### src/rtl/q1_sweep_pkg.sv
// Shared types and constants for the q1 vector sweeper.
// Holds the sweep FSM state type, the vector count and the counter widths.
package q1_sweep_pkg;

    typedef enum logic [1:0] {
        IDLE   = 2'd0,
        RUN    = 2'd1,
        FINISH = 2'd2
    } state_t;

    localparam int NUM_VECTORS = 16;
    localparam int VEC_W       = 4;
    localparam int CNT_W       = 8;

endpackage

### src/rtl/q1_hold_timer.sv
// Hold counter for the q1 sweeper: counts 0..HOLD_CYCLES-1 and wraps.
// Ports: clk, rst_n, i_clear (load 0), i_en (count), o_last (count at end).
module q1_hold_timer
    import q1_sweep_pkg::*;
#(
    parameter int unsigned HOLD_CYCLES = 20
) (
    input  logic clk,
    input  logic rst_n,
    input  logic i_clear,
    input  logic i_en,
    output logic o_last
);

    localparam logic [CNT_W-1:0] LAST_CNT = CNT_W'(HOLD_CYCLES - 1);

    logic [CNT_W-1:0] r_cnt;
    logic             w_last;

    assign w_last = (r_cnt == LAST_CNT);
    assign o_last = w_last;

    always_ff @(posedge clk or negedge rst_n) begin
        if (!rst_n) begin
            r_cnt <= '0;
        end else if (i_clear) begin
            r_cnt <= '0;
        end else if (i_en) begin
            // Wrap on the last hold cycle so the next vector starts at 0.
            r_cnt <= w_last ? '0 : r_cnt + 1'b1;
        end
    end

endmodule

### src/rtl/q1_vec_sweeper.sv
// Clocked self-checking sweep of all 16 q1 input vectors against EXP_F/EXP_G.
// Ports: clk, rst_n, start; a..d to q1; f_in/g_in from q1; busy, done, pass,
// err_count, first_err_vec, first_err_valid result outputs.
module q1_vec_sweeper
    import q1_sweep_pkg::*;
#(
    parameter int unsigned HOLD_CYCLES = 20,
    parameter logic [15:0] EXP_F       = 16'h0000,
    parameter logic [15:0] EXP_G       = 16'h0000
) (
    input  logic       clk,
    input  logic       rst_n,
    input  logic       start,
    output logic       a,
    output logic       b,
    output logic       c,
    output logic       d,
    input  logic       f_in,
    input  logic       g_in,
    output logic       busy,
    output logic       done,
    output logic       pass,
    output logic [4:0] err_count,
    output logic [3:0] first_err_vec,
    output logic       first_err_valid
);

    localparam logic [VEC_W-1:0] LAST_VEC = VEC_W'(NUM_VECTORS - 1);

    state_t           r_state;
    logic [VEC_W-1:0] r_vec;
    logic [4:0]       r_err_cnt;
    logic [3:0]       r_first_vec;
    logic             r_first_valid;
    logic             r_pass;

    logic             w_last;
    logic             w_sample;
    logic             w_mis;
    logic [4:0]       w_err_next;
    logic             w_clear;

    // Counter sits at 0 whenever idle, so RUN always begins a fresh hold.
    assign w_clear = (r_state != RUN);

    q1_hold_timer #(
        .HOLD_CYCLES(HOLD_CYCLES)
    ) u_timer (
        .clk    (clk),
        .rst_n  (rst_n),
        .i_clear(w_clear),
        .i_en   (r_state == RUN),
        .o_last (w_last)
    );

    assign w_sample   = (r_state == RUN) && w_last;
    assign w_mis      = ({f_in, g_in} != {EXP_F[r_vec], EXP_G[r_vec]});
    assign w_err_next = r_err_cnt + {4'd0, w_sample && w_mis};

    always_ff @(posedge clk or negedge rst_n) begin
        if (!rst_n) begin
            r_state       <= IDLE;
            r_vec         <= '0;
            r_err_cnt     <= '0;
            r_first_vec   <= '0;
            r_first_valid <= 1'b0;
            r_pass        <= 1'b0;
        end else begin
            unique case (r_state)
                IDLE: begin
                    r_vec <= '0;
                    if (start) begin
                        r_state       <= RUN;
                        r_err_cnt     <= '0;
                        r_first_vec   <= '0;
                        r_first_valid <= 1'b0;
                        r_pass        <= 1'b0;
                    end
                end
                RUN: begin
                    if (w_sample) begin
                        r_err_cnt <= w_err_next;
                        if (w_mis && !r_first_valid) begin
                            r_first_vec   <= r_vec;
                            r_first_valid <= 1'b1;
                        end
                        if (r_vec == LAST_VEC) begin
                            r_state <= FINISH;
                            // Uses the updated count so pass lines up with done.
                            r_pass  <= (w_err_next == 5'd0);
                        end else begin
                            r_vec <= r_vec + 1'b1;
                        end
                    end
                end
                FINISH: begin
                    r_state <= IDLE;
                    r_vec   <= '0;
                end
                default: begin
                    r_state <= IDLE;
                    r_vec   <= '0;
                end
            endcase
        end
    end

    assign {a, b, c, d}    = r_vec;
    assign busy            = (r_state != IDLE);
    assign done            = (r_state == FINISH);
    assign pass            = r_pass;
    assign err_count       = r_err_cnt;
    assign first_err_vec   = r_first_vec;
    assign first_err_valid = r_first_valid;

endmodule

### config.mk
export PLATFORM = sky130hd
export DESIGN_NAME = q1_vec_sweeper
export DESIGN_NICKNAME = d
export VERILOG_FILES = /design/src/rtl/q1_sweep_pkg.sv /design/src/rtl/q1_hold_timer.sv /design/src/rtl/q1_vec_sweeper.sv
export SDC_FILE = /design/constraint.sdc
export NUM_CORES = 1
export LEC_CHECK = 0
export CORE_MARGIN = 3
export CORE_UTILIZATION = 30
export DETAILED_ROUTE_END_ITERATION = 6
export MAX_ROUTING_LAYER = met4
export PLACE_DENSITY_LB_ADDON = 0.15
export SYNTH_ARGS = -nofsm -noshare
export SYNTH_HDL_FRONTEND = slang
export SYNTH_HIERARCHICAL = 1
export SYNTH_SLANG_ARGS = --single-unit
export TNS_END_PERCENT = 100
### constraint.sdc
create_clock -name clk -period 5.2 [get_ports clk]
set_input_delay 0.78 -clock clk [delete_from_list [all_inputs] [get_ports clk]]
set_output_delay 0.78 -clock clk [all_outputs]
set_load 0.05 [all_outputs]
==> metrics <==
hold buffers post-CTS=0; total gr overflow=0; ys async rst share=100.0%; crit path DAT=3.34 ns; Hold WC Path Type=reg -> reg; largest net degree at the start of global routing=26; DRT antenna net count=0; Area growth, synth to finish=24.86%; Mapped Cells=127; RSZ-0062 raised after global routing=no; LEAKAGE=0.6844 nW; Final HPWL DP=2.189 mm; max-slew violation count=0; Crit Path Max Fanout=6; Fmax=316.3 MHz; diode count=0; Clock Tree Buf Depth=2; VDD IR max=109.5 µV; Seq/Total Area, Yosys=47.62%; die area=5209 µm²; routed len/inst=14.50 µm; vias in the first global route=1030; net load switching power=0.08577 mW; DR pass1 iterations=4; cell area after layout=1640 µm²; Post-route DRC=0; initial antenna violation count=0; crit path launch type=flop; DR iter-0 viols=44; first-pass GRT wire length=4.830 mm; die width=72.18 µm; final setup TNS=0 ns; PortBufs=21; Clk Latency, worst-skew pair=0.27 ns; # Post-CTS Setup Buffers=0; Ports=22; post-cts resize count=0; Mapped Nets=136; via count=1044; Total GRT Usage=12.04%; clock skew=0.004044 ns; Final Cycle Share=60.79%; commonest non-fill, non-tap cell in the layout=dfrtp_1; number of synthesized flops with an enable pin=0; Worst-Margin Slew=0.5068 ns; CTS Buf Count=3; Sw Share=24.67%; combinational fraction of design power=8.8%; clock network power share=33.6%; Clk pin slew, worst setup/hold paths=0.09 ns; DP Area=1594 µm²; Setup-failing EPs final=0; Synth Cell Area=1314 µm²; Tmin final=3.161 ns; non-filler cells in the finished layout=203; H-tree Lvls=1; final count of hold timing violations=0; FP Rows=23; Pint=0.2619 mW; share of cells above drive strength 1=11.76%; Synth cell types=38; clock tree root buffer cell=clkbuf_8; DP Cell Count=199; Power Dens Cells=212.0 nW/µm²; Synth Flop Type=dfrtp_1; maxcap violations=0; Setup CP Type=reg -> reg; die height=72.18 µm; most frequent cells in the layout=25 x dfrtp_1, 21 x clkdlybuf4s50_1, 12 x nor2_1; Sink Count=25; CORE AREA=4115 µm²; sequential power share=57.6%; Placer Congestion=0.8373; FF+latch count, synth=25; final net count=163; Via-to-Cell Ratio=5.143; outcome=completed; Starting Density=31.92%; critical path data required time=5.38 ns; CTS tree=built; Avg Cell Area, Syn=10.34 µm²; CP Capture Type=flop; synth warn=6; WL final=2.943 mm; Slew headroom=66.11%
## Yosys cell counts (all sizes together), types with 2 or more instances
cell | number | area [µm²]
dfrtp | 25 | 625.6
nor2 | 13 | 56.30
nand2 | 10 | 37.54
o21ai | 10 | 50.04
a21oi | 9 | 45.04
nand3 | 7 | 35.03
a22o | 6 | 52.55
xor2 | 5 | 43.79
ha | 4 | 50.05
inv | 4 | 15.01
and2b | 3 | 22.52
nand2b | 3 | 33.79
o31ai | 3 | 36.28
or3 | 3 | 18.77
a21o | 2 | 22.52
nor2b | 2 | 12.51
nor3 | 2 | 15.01
o2111ai | 2 | 17.52
o211ai | 2 | 15.01
## critical path, cell delays in order, from the launching register on
cell and delay (ns):
dfrtp_1 0.40, ha_1 0.24, or4b_4 0.53, nor2_1 0.38, nand3b_2 0.23, nor2_1 0.15
ha_1 0.20, ha_1 0.23, nand3_1 0.15, xor2_1 0.21, nand2_1 0.09, o41ai_2 0.26
## routing by layer
layer / vias to the layer above / GRT usage (%) / part of all wire [%]
met5: - / - / 0
met4: 0 / 3.758 / 0.95
met3: 4 / 2.355 / 3.0
met2: 17 / 19.11 / 49
met1: 504 / 15.51 / 47
li1: 519 / - / -
## final timing paths
check | slack [ns] | cells past startpoint | end | startpoint
hold / removal | 0.50 | 2 | pass | pass
hold reg to reg | 0.50 | 2 | pass | pass
max in group asynchronous | 4.08 | 2 | u_timer/r_cnt[2] | rst_n
setup / recovery | 2.04 | 11 | pass | u_timer/r_cnt[0]
min in group asynchronous | 0.86 | 2 | err_count[4] | rst_n
setup reg to reg | 2.04 | 11 | pass | u_timer/r_cnt[0]
## power groups by stage
stage	sequential [mW]	clock, mW	combinational, mW
floorplan	0.214	0	0.00506
global placement	0.204	0	0.0311
detailed placement	0.204	0	0.0312
CTS	0.201	0.121	0.0313
global route	0.201	0.129	0.0327
finish	0.200	0.117	0.0306
## sequential cells by signal (all words and copies together) (netlist names)
signal / flops
first_err_vec: 4
pass: 1
r_state: 2
err_count: 5
r_vec: 4
first_err_valid: 1
u_timer/r_cnt: 8
## stage by stage
stage / hold WS (ns) / utilization (%) / power (mW) / setup slack (ns)
6_report: 0.5040 / 39.86 / 0.3477 / 2.039
5_1_grt: 0.5388 / 39.86 / 0.3629 / 1.767
4_1_cts: 0.5108 / 39.86 / 0.3527 / 2.013
3_5_place_dp: 0.4890 / 38.74 / 0.2356 / 2.065
3_3_place_gp: 0.4814 / 38.74 / 0.2353 / 2.258
2_1_floorplan: 0.4707 / - / 0.2195 / 2.397
## cell type report
type | count | area, µm²
clock buffer | 3 | 41.29
clock inverter | 1 | 5.005
fill | 412 | 2475
inverter | 4 | 15.01
multi-input combinational | 98 | 673.1
sequential | 25 | 625.6
tap | 50 | 62.56
timing repair buffer | 22 | 217.7
## cell families (layout without fill, tap and decap cells)
kind of cell / after synthesis / count (layout) / share of synthesized area (%)
XOR/XNOR: 6 / 6 / 4.000
flip-flops: 25 / 25 / 47.62
adder cells (fa/ha/maj): 4 / 4 / 3.810
AO/OA/AOI/OAI: 37 / 37 / 20.57
AND/OR/NAND/NOR: 51 / 51 / 22.86
buffers and inverters: 4 / 30 / 1.143
(Power assumes the default switching activity.)
